## src/rtl/fan_pkg.sv

```systemverilog
// Shared fan definitions: speed levels seen by the PWM generator, keypad codes,
// scheduler state encodings and small level-stepping helpers.
package fan_pkg;

    // Faster levels have smaller codes, so "one level up" is a decrement.
    typedef enum logic [1:0] {
        SPD_HIGH   = 2'b00,
        SPD_MEDIUM = 2'b01,
        SPD_LOW    = 2'b10,
        SPD_OFF    = 2'b11
    } fan_speed_e;

    typedef enum logic [1:0] {
        ST_IDLE   = 2'b00,
        ST_RAMP   = 2'b01,
        ST_STEADY = 2'b10
    } fan_state_e;

    localparam logic [2:0] KEY_SPEED_UP   = 3'd1;
    localparam logic [2:0] KEY_SPEED_DOWN = 3'd2;
    localparam logic [2:0] KEY_POWER      = 3'd3;
    localparam logic [2:0] KEY_TIMER      = 3'd4;

    function automatic fan_speed_e level_up(input fan_speed_e s);
        return (s == SPD_HIGH) ? SPD_HIGH : fan_speed_e'(s - 2'd1);
    endfunction

    // Slowing down stops at LOW; OFF is reachable only through POWER or the timer.
    function automatic fan_speed_e level_down(input fan_speed_e s);
        return (s == SPD_LOW || s == SPD_OFF) ? s : fan_speed_e'(s + 2'd1);
    endfunction

    function automatic fan_speed_e step_toward(input fan_speed_e cur, input fan_speed_e tgt);
        fan_speed_e nxt;
        nxt = cur;
        if (tgt < cur) begin
            nxt = fan_speed_e'(cur - 2'd1);
        end else if (tgt > cur) begin
            nxt = fan_speed_e'(cur + 2'd1);
        end
        return nxt;
    endfunction

endpackage

```

## src/rtl/fan_off_timer.sv

```systemverilog
// Off-timer: cycles the 0/1/2/4-unit selection, counts down the armed interval
// and raises a one-cycle done pulse in the cycle the fan is switched off.
module fan_off_timer
    import fan_pkg::*;
#(
    parameter int unsigned TIMER_UNIT_CYC = 60000000
) (
    input  logic       clk_us,
    input  logic       rst,
    input  logic       advance,
    input  logic       clear,
    output logic [1:0] sel,
    output logic       expire,
    output logic       done
);

    localparam int CNT_W = $clog2(4 * TIMER_UNIT_CYC + 1);
    localparam logic [CNT_W-1:0] LOAD_1 = CNT_W'(TIMER_UNIT_CYC);
    localparam logic [CNT_W-1:0] LOAD_2 = CNT_W'(2 * TIMER_UNIT_CYC);
    localparam logic [CNT_W-1:0] LOAD_4 = CNT_W'(4 * TIMER_UNIT_CYC);

    logic [CNT_W-1:0] count_q;
    logic [1:0]       sel_q;
    logic [1:0]       sel_inc;
    logic [CNT_W-1:0] reload;

    assign sel_inc = sel_q + 2'd1;
    assign expire  = (count_q == CNT_W'(1));
    assign sel     = sel_q;

    always_comb begin
        reload = '0;
        case (sel_inc)
            2'd1:    reload = LOAD_1;
            2'd2:    reload = LOAD_2;
            2'd3:    reload = LOAD_4;
            default: reload = '0;
        endcase
    end

    // A count of 1 is the last armed cycle; the following edge performs the switch-off.
    always_ff @(posedge clk_us) begin
        if (rst) begin
            sel_q   <= 2'd0;
            count_q <= '0;
            done    <= 1'b0;
        end else begin
            done <= expire;
            if (expire || clear) begin
                sel_q   <= 2'd0;
                count_q <= '0;
            end else if (advance) begin
                sel_q   <= sel_inc;
                count_q <= reload;
            end else if (count_q != '0) begin
                count_q <= count_q - 1'b1;
            end
        end
    end

endmodule

```

## src/rtl/fan_scheduler.sv

```systemverilog
// Fan speed scheduler: keypad decoding, soft ramp between speed levels and
// power-off by key or by the off-timer.
module fan_scheduler
    import fan_pkg::*;
#(
    parameter int unsigned STEP_CYC       = 500000,
    parameter int unsigned TIMER_UNIT_CYC = 60000000
) (
    input  logic       clk_us,
    input  logic       rst,
    input  logic       key_valid,
    input  logic [2:0] key_code,
    output logic [1:0] speed,
    output logic       ramping,
    output logic [1:0] timer_sel,
    output logic       timer_done,
    output fan_state_e state
);

    localparam int STEP_W = $clog2(STEP_CYC + 1);
    localparam logic [STEP_W-1:0] STEP_LAST = STEP_W'(STEP_CYC - 1);

    fan_state_e        state_q, state_n;
    fan_speed_e        target_q, target_n;
    fan_speed_e        speed_q, speed_n;
    fan_speed_e        last_on_q, last_on_n;
    logic [STEP_W-1:0] step_cnt_q, step_cnt_n;
    logic              ramping_q;
    logic              expire;
    logic              power_off;
    logic              timer_advance;

    fan_off_timer #(
        .TIMER_UNIT_CYC(TIMER_UNIT_CYC)
    ) u_off_timer (
        .clk_us (clk_us),
        .rst    (rst),
        .advance(timer_advance),
        .clear  (power_off),
        .sel    (timer_sel),
        .expire (expire),
        .done   (timer_done)
    );

    // key_valid is a one-cycle strobe with no ready: every strobe is taken on the edge
    // it is sampled, except when the off-timer expires on that same edge.
    always_comb begin
        state_n       = state_q;
        target_n      = target_q;
        speed_n       = speed_q;
        last_on_n     = last_on_q;
        step_cnt_n    = step_cnt_q;
        power_off     = 1'b0;
        timer_advance = 1'b0;

        if (expire) begin
            power_off = 1'b1;
        end else if (key_valid) begin
            case (key_code)
                KEY_SPEED_UP:   target_n = level_up(target_q);
                KEY_SPEED_DOWN: target_n = level_down(target_q);
                KEY_POWER: begin
                    if (target_q != SPD_OFF) begin
                        power_off = 1'b1;
                    end else begin
                        target_n = last_on_q;
                    end
                end
                KEY_TIMER:      timer_advance = (state_q != ST_IDLE);
                default:        ;
            endcase
        end

        if (power_off) begin
            target_n   = SPD_OFF;
            speed_n    = SPD_OFF;
            step_cnt_n = '0;
            state_n    = ST_IDLE;
        end else begin
            if (target_n != SPD_OFF) begin
                last_on_n = target_n;
            end
            // The step counter free-runs across target changes; only ramp entry restarts it.
            if (state_q == ST_RAMP) begin
                if (step_cnt_q == STEP_LAST) begin
                    speed_n    = step_toward(speed_q, target_n);
                    step_cnt_n = '0;
                end else begin
                    step_cnt_n = step_cnt_q + 1'b1;
                end
            end else begin
                step_cnt_n = '0;
            end
            if (speed_n == target_n) begin
                state_n = (target_n == SPD_OFF) ? ST_IDLE : ST_STEADY;
            end else begin
                state_n = ST_RAMP;
            end
        end
    end

    always_ff @(posedge clk_us) begin
        if (rst) begin
            state_q    <= ST_IDLE;
            target_q   <= SPD_OFF;
            speed_q    <= SPD_OFF;
            last_on_q  <= SPD_MEDIUM;
            step_cnt_q <= '0;
            ramping_q  <= 1'b0;
        end else begin
            state_q    <= state_n;
            target_q   <= target_n;
            speed_q    <= speed_n;
            last_on_q  <= last_on_n;
            step_cnt_q <= step_cnt_n;
            ramping_q  <= (state_n == ST_RAMP);
        end
    end

    assign speed   = speed_q;
    assign ramping = ramping_q;
    assign state   = state_q;

endmodule

```

## config.mk

```make
export PLATFORM = sky130hd
export DESIGN_NAME = fan_scheduler
export DESIGN_NICKNAME = d
export VERILOG_FILES = /design/src/rtl/fan_pkg.sv /design/src/rtl/fan_off_timer.sv /design/src/rtl/fan_scheduler.sv
export SDC_FILE = /design/constraint.sdc
export NUM_CORES = 1
export LEC_CHECK = 0
export CAP_MARGIN = 15
export CELL_PAD_IN_SITES_DETAIL_PLACEMENT = 2
export CELL_PAD_IN_SITES_GLOBAL_PLACEMENT = 2
export CORE_MARGIN = 1
export CORE_UTILIZATION = 36
export CTS_BUF_LIST = sky130_fd_sc_hd__clkbuf_8
export CTS_CLUSTER_DIAMETER = 40
export DETAILED_ROUTE_END_ITERATION = 8
export HOLD_SLACK_MARGIN = 0.05
export PLACE_DENSITY_LB_ADDON = 0.1
export SYNTH_ARGS = -nofsm -noshare
export SYNTH_HDL_FRONTEND = slang
export SYNTH_HIERARCHICAL = 1
export SYNTH_SLANG_ARGS = --single-unit
```

## constraint.sdc

```tcl
create_clock -name clk_us -period 5.6 [get_ports clk_us]
set_input_delay 1.12 -clock clk_us [delete_from_list [all_inputs] [get_ports clk_us]]
set_output_delay 1.12 -clock clk_us [all_outputs]
set_load 0.02 [all_outputs]
```

# After elaboration in Yosys (flattened, before gate mapping)
# Cells that the tools add are included.
[word_totals]
elab_cells = 71
register_bits = 59
[op_classes]
mux = 24
reduce_logical = 10
n_addsub = 7
n_bitwise = 2
eq_ne = 17
order_cmp = 2
[ops]
columns = ["operator", "count"]
rows = [
  ["case mux 28 bit (3 select lines)", 1],
  ["two-way mux 28 bit", 2],
  ["equality test 28 x 1 -> 1 bit (second input constant)", 1],
  ["nonzero test 28 bit", 1],
  ["subtractor 28 x 1 -> 28 bit (second input constant)", 1],
  ["two-way mux 2 bit", 13],
  ["adder 19 x 1 -> 19 bit (second input constant)", 1],
  ["equality test 19 bit (second input constant)", 1],
  ["equality test 2 bit (second input constant)", 5],
  ["two-way mux 1 bit", 7],
  ["adder 2 x 1 -> 2 bit (second input constant)", 3],
  ["equality test 2 x 1 -> 1 bit (second input constant)", 3],
  ["equality test 3 x 2 -> 1 bit (second input constant)", 2],
  ["case mux 2 bit (3 select lines)", 1],
  ["inequality test 2 bit (second input constant)", 2],
  ["nonzero test 2 bit", 2],
  ["OR reduction 2 bit", 2],
  ["OR reduction 4 bit", 1],
  ["subtractor 2 x 1 -> 2 bit (second input constant)", 2],
  ["equality test 3 x 1 -> 1 bit (second input constant)", 1],
  ["equality test 3 bit (second input constant)", 1],
  ["equality test 2 bit", 1],
  ["greater-than comparator 2 bit", 1],
  ["logical NOT 2 bit", 1],
  ["4 further kinds", 6],
]

# Depth between registers and ports, before layout
[logic_depth]
word_depth = 16
mapped_depth = 16
ltp_nobuf = 15

# Cells and area by module
# The synthesis kept the hierarchy.
[modules_own_cells]
columns = ["module", "seq_area_each_um2", "area_each_um2", "n_inst", "cells_per_inst"]
rows = [
  ["fan_off_timer", 620.6, 1800.5, 1, 205],
  ["fan_scheduler", 540.5, 1465.2, 1, 167],
]

# Worst setup path after synthesis
# Ideal clock, no wire load.
[synth_path]
path_kind = "register -> register"
from = "register u_off_timer.count_q[20]"
to = "register state_q[1], in the netlist state[1]"
setup_ps = 114
required_time_ps = 5486
arrival_time_ps = 3512
path_buffers = 1
path_slack_ps = 1973
stages_incl_launch_ff = 16
path_cell_list = "dfxtp_1 or4_1 buf_2 nor4_1 nand4_1 inv_1 nor2_1 a22oi_1 inv_1 ha_1 nor2b_1 o211a_1 o2111ai_1 xnor2_1 nor3_1 a2bb2o_4"
[synth_between]
elab_chain_len = 11
elab_cells_between_ends = 15
[synth_lines]
columns = ["item", "line", "rtl"]
rows = [
  ["from (decl)", "fan_off_timer.sv:22", "logic [CNT_W-1:0] count_q;"],
  ["from (signal assigned)", "fan_off_timer.sv:54", "count_q <= reload;"],
  ["from (signal assigned)", "fan_off_timer.sv:56", "count_q <= count_q - 1'b1;"],
  ["equality test 28 x 1 -> 1 bit *", "fan_off_timer.sv:28", "assign expire = (count_q == CNT_W'(1));"],
  ["net expire", "fan_scheduler.sv:29", "logic expire;"],
  ["two-way mux 2 bit", "fan_scheduler.sv:56", "if (expire) begin"],
  ["greater-than comparator 2 bit", "fan_pkg.sv:38", "end else if (tgt > cur) begin"],
  ["two-way mux 2 bit", "fan_pkg.sv:38", ""],
  ["two-way mux 2 bit", "fan_pkg.sv:36", "if (tgt < cur) begin"],
  ["two-way mux 2 bit", "fan_scheduler.sv:85", "if (step_cnt_q == STEP_LAST) begin"],
  ["two-way mux 2 bit", "fan_scheduler.sv:84", "if (state_q == ST_RAMP) begin"],
  ["two-way mux 2 bit", "fan_scheduler.sv:74", "if (power_off) begin"],
  ["equality test 2 bit", "fan_scheduler.sv:94", "if (speed_n == target_n) begin"],
  ["two-way mux 2 bit", "fan_scheduler.sv:94", ""],
  ["two-way mux 2 bit *", "fan_scheduler.sv:74", ""],
  ["to (signal assigned)", "fan_scheduler.sv:111", "state_q <= state_n;"],
  ["to (decl)", "fan_scheduler.sv:23", "fan_state_e state_q, state_n;"],
]
# The timed path passes the listed nets; every way through them passes the cells marked *. The select of a mux whose other input is x is not followed.
# A chain may end at the register's enable or synchronous reset.

# Worst setup path in the final report
# Same ends and word-level chain as after synthesis.

==> impl_metrics.csv <==
group,metric,value,unit
run_status,status,"complete, no violations",
die,die_area,9456,um^2
die,die_h,97.24,um
die,coreArea,8763,um^2
cts,ctsResizeCount,0,
place,place_ws,1.302,ns
worst_hold_path,hold_start,"step_cnt_q[0]$_SDFF_PP0_",
yosys,yosys.area.top_type_share,35.56,%
routing,drc,0,
worst_hold_path,holdCritPathClass,"flop to flop",
yosys,ys_top_cells_by_area,"dfxtp_1, nor2_1, xnor2_1",
yosys,yosysWarnings,6,
layout,areaGrowthSynthToFinish,12.99,%
die,rows,34,
worst_setup_path,r2r-start,"u_off_timer/count_q[20]$_SDFFE_PP0P_",
worst_setup_path,cp.arrival,4.64,ns
routing,routedWlPerCell,18.25,um
yosys,synth_commonest_cells,"dfxtp_1, nor2_1, xnor2_1",
cts,clock-sinks,58,
cts,insertion_delay,0.34,ns
cts,clk_pin_slew_worst_paths,0.07,ns
pwr,p_per_area,536.2,nW/um^2
global_routing,grt_overflow,0,
place,gp_congestion,0.7386,
yosys,ys_seq_area_share,35.56,%
global_routing,grt_max_degree,24,
die,ioPinCount,14,
pwr,leakagePower,1.354,nW
worst_setup_path,cp.required,5.89,ns
place,dp_hpwl,6.623,mm
worst_setup_path,r2r_slack,1.25,ns
cts,cts_tree,"built",
yosys,synthFlopType,"dfxtp_1",
yosys,ys_ff_latch,58,
worst_setup_path,end_kind,"flop",
sta,rsz0062_at_grt,"false",
yosys,async_reset_ff_share,0,%
worst_setup_path,reg2reg_depth,14,
sta,worstMarginPinSlew,0.8469,ns
cts,numCtsBuffers,9,
cts,post_cts_buffers,0,
cts,cts_hold_buffers,0,
routing,viasPerCell,5.726,
flow_run,drv_cap,0,
yosys,synth_top_area_cell,"dfxtp_1",
place,numPortBuffers,13,
worst_setup_path,path_class,"flop to flop",
yosys,syn-num-nets,391,
sta,skew,0.007432,ns
routing,vias,2863,
worst_setup_path,start_kind,"flop",
worst_hold_path,hold_end,"step_cnt_q[0]$_SDFF_PP0_",
sta,drv_slew,0,
cts,cts_buffer_depth,2,
layout,design_area,3690,um^2
layout,ff_latch_area,1161,um^2
global_routing,grt_pass1_vias,3081,
layout,fin_util,42.10,%
sta,finalHoldViolCount,0,
yosys,synth_edf_count,0,
global_routing,grt_pass1_wl,15.37,mm
routing,drt_wl_total,9.123,mm
layout,drive_gt1_share,9.694,%
layout,num_antenna_cells,0,
worst_setup_path,worstReg2RegEnd,"state[1]$_SDFF_PP0_",
sta,fin_setup_tns,0,ns
worst_hold_path,holdPathStages,1,
sta,max_clock_freq,229.7,MHz
routing,dr.pass1.iters,4,
die,dieWidth,97.24,um
sta,setup_violations,0,
pwr,power.total,1.978,mW
yosys,syn_area,3266,um^2
pwr,vdd_drop_max,169.0,uV
sta,slew_headroom,43.37,%
routing,ant_nets,0,
routing,drt_iter0_markers,51,
yosys,yosysUniqueCellTypes,61,
place,place_area,3486,um^2
yosys,synth_cells,372,
sta,postLayoutSetupSlackWorst,1.246,ns
cts,clockRootBuffer,"clkbuf_8",
sta,min_period,4.354,ns
cts,htree_levels,3,
global_routing,antenna_found_initial,0,
layout,nets,407,
yosys,synth_most_common_cell,"dfxtp_1",
worst_setup_path,crit_fanout,7,
die,initial_utilization,37.26,%
layout,multi_input_comb_area,1988,um^2
yosys,syn_area_per_cell,8.779,um^2
sta,timing.final.crit_share,77.76,%
layout,fillers,998,
global_routing,gr-usage-all-layers,20.32,%
==> worst max path at each step <==
stage / slack, ns / startpoint / end / depth (start not counted)
after floorplan: 1.97 / u_off_timer/count_q[20]$_SDFFE_PP0P_ / state[1]$_SDFF_PP0_ / 15
after global placement: 1.58 / u_off_timer/count_q[20]$_SDFFE_PP0P_ / state[1]$_SDFF_PP0_ / 14
after detailed placement: 1.30 / u_off_timer/count_q[20]$_SDFFE_PP0P_ / state[1]$_SDFF_PP0_ / 14
after CTS: 1.22 / u_off_timer/count_q[20]$_SDFFE_PP0P_ / state[1]$_SDFF_PP0_ / 14
after global routing: 0.83 / u_off_timer/count_q[20]$_SDFFE_PP0P_ / state[1]$_SDFF_PP0_ / 14
final: 1.25 / u_off_timer/count_q[20]$_SDFFE_PP0P_ / state[1]$_SDFF_PP0_ / 14
==> cell usage in the layout (no fill, tap or decap), drive strengths merged, types with 2 or more instances in the layout <==
| master | synthesis | final |
|---|---|---|
| o31ai | 3 | 3 |
| a21oi | 18 | 18 |
| nand4 | 10 | 10 |
| dfxtp | 58 | 58 |
| and4b | 2 | 2 |
| or4b | 2 | 2 |
| nand3 | 12 | 12 |
| nor2 | 51 | 51 |
| xor2 | 10 | 10 |
| inv | 17 | 18 |
| nor4 | 10 | 10 |
| o41ai | 6 | 6 |
| a211oi | 7 | 7 |
| nand2b | 3 | 3 |
| nand3b | 5 | 5 |
| a311oi | 3 | 3 |
| or2 | 3 | 3 |
| clkdlybuf4s50 | 0 | 13 |
| nor3 | 21 | 21 |
| nor2b | 3 | 3 |
| and4 | 5 | 5 |
| clkbuf | 3 | 12 |
| a21o | 2 | 2 |
| o21ai | 6 | 6 |
| nand2 | 18 | 18 |
| a22oi | 2 | 2 |
| xnor2 | 22 | 22 |
| and2 | 3 | 3 |
| or4 | 11 | 11 |
| a31oi | 6 | 6 |
| ha | 13 | 13 |
| or3 | 15 | 15 |
==> critical path: stages, from the launching register on <==
cell       delay [ns]
dfxtp_1          0.35
or4_1            0.68
nor4_1           0.47
nand4_1          0.30
inv_1            0.22
nor2_1           0.10
a22oi_1          0.41
inv_1            0.17
ha_1             0.32
nor2b_1          0.15
o211a_1          0.22
o2111ai_1        0.31
xnor2_1          0.22
nand4_2          0.15
a2bb2o_4         0.23
==> cell families (layout without fill, tap and decap cells) <==
group / after synthesis / in the layout / synth area share (%)
AO/OA/AOI/OAI: 62 / 62 / 14.48
XOR/XNOR: 32 / 32 / 9.043
adder cells (fa/ha/maj): 13 / 13 / 4.981
buffers and inverters: 26 / 46 / 3.563
flip-flops: 58 / 58 / 35.56
multiplexers: 1 / 1 / 0.3065
AND/OR/NAND/NOR: 180 / 180 / 32.07
==> metrics by stage <==
stage / hold slack (ns) / instances
2_1_floorplan: 0.4301 / 372
3_3_place_gp: 0.4426 / 485
3_5_place_dp: 0.4597 / 485
4_1_cts: 0.4757 / 500
5_1_grt: 0.4955 / 500
6_report: 0.4685 / 500
==> per-layer routing <==
layer | part of all wire [%] | wire length, um | global-route usage (%)
met5 | 0 | 0 | 0
met3 | 1.5 | 141 | 3.022
met2 | 50 | 4546 | 35.48
met4 | 1.5 | 133 | 7.353
met1 | 47 | 4301 | 25.36
==> layout make-up <==
| cell class | count | area share [%] |
|---|---|---|
| clock buffers | 12 | 4.476 |
| repair buffers | 14 | 3.730 |
| flip-flops and latches | 58 | 31.47 |
| inverters | 17 | 1.729 |
| well taps | 108 | 3.662 |
| multi-input cells | 288 | 53.88 |
| clock inverters | 3 | 1.051 |
==> where the power goes <==
| part | switching [mW] | internal (mW) |
|---|---|---|
| registers | 0.112 | 0.502 |
| logic | 0.598 | 0.356 |
| clock network | 0.173 | 0.237 |
==> registers in the layout, summed over array words and instances, names as in the netlist <==
name / flops
u_off_timer/sel: 2
u_off_timer/count_q: 28
speed: 2
u_off_timer/done: 1
last_on_q: 2
target_q: 2
step_cnt_q: 19
state: 1
ramping: 1
Power figures use the tool's default switching activity.
==> RTL edit 1: new RTL, same flow settings <==
Put one more register stage on the output `state`, without a reset. The value now appears one clock later. The other outputs are not delayed to match.
--- a/src/rtl/fan_scheduler.sv
+++ b/src/rtl/fan_scheduler.sv
@@ -121,3 +121,5 @@
     assign ramping = ramping_q;
-    assign state   = state_q;
+    always_ff @(posedge clk_us) begin
+        state <= state_q;
+    end
 
Check against the original RTL: not equivalent (Yosys sat finds a counterexample within 4 cycles, from zero or initial values and one cycle with rst high).
==> RTL edit 1 against the unedited design <==
Clock power is 7.6% lower; synthesized cell count is 1.3% lower; worst hold slack worse by 0.069 ns; via count is 0.70% lower; sequential cell count is 2 higher; first-iteration DRC count is 5.9% lower; sequential share of layout area is 1.5 points higher; die area is 1.1% lower; total power is 5.4% lower; area after synthesis is 1.1% lower; final area is 1.4% lower; worst setup slack worse by 0.44 ns; wire length is 0.13% lower; critical endpoint is now ramping; highest routed layer unchanged.
==> RTL edit 1: results (changes against the unedited design) <==
- The sum of net half-perimeters after detailed placement is 6.50 mm (-1.9%).
- Hold endpoint: state[1]
- The fraction of final layout cells with drive strength greater than 1 is 0.0933 (-0.00367).
* Count of nets after finishing: 401 (-1.5%)
* Critical Path AT: 5.02 ns (+0.38 ns)
* FF-to-FF End: ramping
- Detailed route wirelength on metal3: 251 um (+78%)
- WHS: 0.399 ns (-0.0693 ns)
- Multiplexer share of the synthesized area: 0.00310 (+0.0000344)
- Number of nets in the synthesized netlist: 386 (-1.3%)
- The flow ran to the end, and the final reports show no timing, DRC or antenna violations.
- The wire length the detailed router placed on met1 is 4.25 mm (-1.1%).
* Part of the Yosys area used for sequential elements: 0.372 (+0.0164)
- Area share of xor/xnor cells in the synthesized design: 0.0759 (-0.0145)
- In this run the worst setup path terminates at ramping.
- Final worst clock skew: 0.0125 ns (+0.00507 ns)
* Die extent in x: 96.7 um (-0.55%)
- The worst ir drop on vdd was 0.160 mV (-5.4%).
- The biggest cell delay along the critical path was 0.66 ns (-0.02 ns).
* Ranking of synthesized cells by area: dfxtp_1 (37%), nor2_1 (5.5%), xnor2_1 (5.2%), ha_1 (5.0%), or3_1 (3.5%)
- The met2 layer wire length in the routed design came to 4.49 mm (-1.2%).
- Compound-Gate Fraction of Synth Area: 0.159 (+0.0140)
- Number of distinct library cells after synthesis: 56 (-8.2%)
* Drt initial violations: 48 (-5.9%)
- GRT Overall Usage: 0.206 (+0.00230)
- The setup slack of the worst register-to-register path was 0.81 ns (-0.44 ns).
* Commonest cells in the synthesized netlist: dfxtp_1 (60), nor2_1 (47), a21oi_1 (21)
* Origin of the worst min-delay path: state_q[1]
- The worst-case reg-to-reg path depth is 15 (+1).
* Count of vias placed by the detailed router: 2843 (-0.70%)
* Worst-Margin Slew: 0.762 ns (-0.0846 ns)
* Area of placed instances: 3460 um^2 (-0.83%)
* Number of global-route vias before repair: 3000 (-2.6%)
## RTL edit 1: changes by cell type in the layout (fill, tap and decap cells not counted), moves of 3 or more
cell,change
nand3_1,-6
nor3_1,-5
nand4_1,+4
nor2_1,-4
o21ai_0,+4
or3_1,+4
a21oi_1,+3
clkbuf_8,-3
nor2b_1,-3
## RTL edit 1: cell type report
cell class / instances / area (um^2)
clock buffers: 9 / 124
clock inverters: 6 / 57.6
fillers: 969 / 5080
inverters: 18 / 67.6
multi-input cells: 279 / 1920
flip-flops and latches: 60 / 1200
well taps: 108 / 135
repair buffers: 14 / 138
## RTL edit 1: power by group
group          leakage [nW]  internal (W)  switching, W  total [W]
combinational         0.741      0.000329      0.000558   0.000887
clock                 0.100      0.000200      0.000179   0.000379
sequential            0.488      0.000509     0.0000975   0.000607
total                  1.33       0.00104      0.000835    0.00187
## RTL edit 1: metrics by stage
stage | util | setup slack (ns) | total power [W] | cells
2_1_floorplan | - | 1.60 | 0.00129 | 367
5_1_grt | 0.417 | 0.484 | 0.00201 | 494
6_report | 0.417 | 0.810 | 0.00187 | 494
3_3_place_gp | 0.396 | 1.15 | 0.00145 | 479
4_1_cts | 0.417 | 0.810 | 0.00189 | 494
3_5_place_dp | 0.396 | 0.965 | 0.00149 | 479
## RTL edit 1: per-layer routing
layer,track usage,vias up
met1,0.252,1420
met5,0,-
met3,0.0477,10
li1,-,1384
met4,0.0735,0
met2,0.351,29
## RTL edit 1: logic make-up after synthesis
family,count (synthesis)
flops,60
buf+inv,28
fa+ha+maj,13
mux,1
xor+xnor,28
compound gates,70
simple gates,167
==> RTL edit 2: new RTL, config.mk and constraints unchanged <==
Made on the original files. `TIMER_UNIT_CYC` is set to 60000000 in 2 places; all go to 30000000.
--- a/src/rtl/fan_off_timer.sv
+++ b/src/rtl/fan_off_timer.sv
@@ -5,3 +5,3 @@
 #(
-    parameter int unsigned TIMER_UNIT_CYC = 60000000
+    parameter int unsigned TIMER_UNIT_CYC = 30000000
 ) (
--- a/src/rtl/fan_scheduler.sv
+++ b/src/rtl/fan_scheduler.sv
@@ -6,3 +6,3 @@
     parameter int unsigned STEP_CYC       = 500000,
-    parameter int unsigned TIMER_UNIT_CYC = 60000000
+    parameter int unsigned TIMER_UNIT_CYC = 30000000
 ) (
Formal check against the unedited RTL: no difference found for any inputs over 10 cycles, from zero or initial values and one cycle with rst high; that may be too few to reach the edited logic, so the function may still have changed.
==> RTL edit 2 against the unedited design <==
First-iteration DRC count shrank 18%; total power down 6.8%; final area decreased by 4.3%; worst setup slack better by 0.16 ns; count of clock-buffer cells in the layout fell by 1; wire length shrank 14%; area after synthesis fell by 4.1%; sequential cell count shrank 1; largest cell class unchanged; highest routed layer unchanged.
==> RTL edit 2: results (changes against the unedited design) <==
- The count of endpoints failing setup in the final report was 0 (unchanged).
- The number of antenna violations at the first check in global routing is 0 (unchanged).
- The overall track demand over capacity in global routing was 0.190 (-0.0128).
* Number of global-route vias before repair: 2645 (-14%)
- The relative contribution of the clock network to total power came to 0.212 (+0.005).
- Count of nets after finishing: 381 (-6.4%)
* Number of antenna cells inserted: 0 (unchanged)
- Switching power summed over all nets: 0.000756 W (-14%)
* Fraction of layout instances using a drive strength above 1: 0.134 (+0.0366)
- Registers with the highest flip-flop counts: u_off_timer/count_q x27, step_cnt_q x19
- CP max-delay cell: nor4_1
- The share of async-settable or async-resettable flops after synthesis was 0 (unchanged).
- The count of cells resized by post-cts repair is 0 (unchanged).
* Final worst clock skew: 0.00838 ns (+0.000950 ns)
- The biggest cell delay along the critical path came to 0.72 ns (+0.04 ns).
- The arrival time of data at the critical path endpoint is 4.43 ns (-0.21 ns).
* Hold endpoint: step_cnt_q[0]
* Worst vdd ir: 0.152 mV (-10%)
- Result of the run: completed
- The average wire length per cell after detail routing came to 16.6 um (-9.2%).
* Average footprint of a synthesized cell: 9.05 um^2 (+3.1%)
* Placed insts: 457 (-5.8%)
* Post-layout power: 0.00184 W (-6.8%)
* Worst-Margin Slew: 0.788 ns (-0.0593 ns)
- Worst Reg2Reg Path Length in Cells: 13 (-1)
- Final weighted congestion in routability-driven placement: 0.754 (+2.0%)
- The ratio of total power to cell area came to 522 nW/um^2 (-2.7%).
- Ranking of synthesized cells by area: dfxtp_1 (36%), xnor2_1 (9.8%), nor2_1 (6.0%), ha_1 (4.8%), nand2_1 (3.5%)
* Cell at the root of the clock tree: clkbuf_8
- The net count of the mapped netlist came to 364 (-6.9%).
- The number of buffers added for setup after CTS came to 0 (unchanged).
- Count of vias placed by the detailed router: 2501 (-13%)
- Part of the Yosys area used for sequential elements: 0.365 (+0.00895)
* Largest net degree at the start of global routing: 23 (-4.2%)
- The clock-pin slew of the registers on the worst-case setup and hold paths is 0.07 ns (about the same).
* Global-route wire length before repair: 13.2 mm (-14%)
- Number of distinct library cells after synthesis: 63 (+3.3%)
* Origin of the worst min-delay path: step_cnt_q[0]
- The static leakage came to 1.27 nW (-6.3%).
* Dpl hpwl: 5.73 mm (-13%)
- WHS: 0.481 ns (+0.0129 ns)
* Fraction of power consumed by combinational cells: 0.476 (-0.006)
- Worst hold path cell count: 1 (unchanged)
* Total wire length after detailed routing: 7.82 mm (-14%)
- The critical path starts at u_off_timer/count_q[4].
* CP Max Fanout: 6 (-1)
- Area of placed instances: 3340 um^2 (-4.3%)
- The first-iteration detailed-routing DRC count was 42 (-18%).
- Crit path max-delay family: simple AND/OR/NAND/NOR gates
- Number of search-and-repair iterations in the first detailed-routing pass: 4 (unchanged)
- Commonest cells in the synthesized netlist: dfxtp_1 (57), nor2_1 (50), xnor2_1 (35)
* Minimum clock period: 4.20 ns (-0.159 ns)
- Filler cell count: 954 (-4.4%)
RTL edit 2: cell families (layout without fill, tap and decap cells):
group                    count (synthesis)  count (layout)  share of synthesized area
AO/OA/AOI/OAI                           41              41                      0.102
XOR/XNOR                                46              46                      0.133
adder cells (fa/ha/maj)                 12              12                     0.0480
buffers and inverters                   22              43                     0.0368
flip-flops                              57              57                      0.365
AND/OR/NAND/NOR                        168             168                      0.315
RTL edit 2: metal layers:
layer	vias to the layer above	track usage	wire [um]
met4	0	0.0606	71
met2	21	0.329	3990
li1	1238	-	-
met5	-	0	0
met1	1237	0.231	3600
met3	5	0.0455	171
RTL edit 2: area by class of cell:
class	count	share of cell area
multi-input combinational	267	0.531
sequential	57	0.323
clock buffer	11	0.0429
timing repair buffer	14	0.0390
tap	105	0.0372
inverter	14	0.0149
clock inverter	4	0.0124
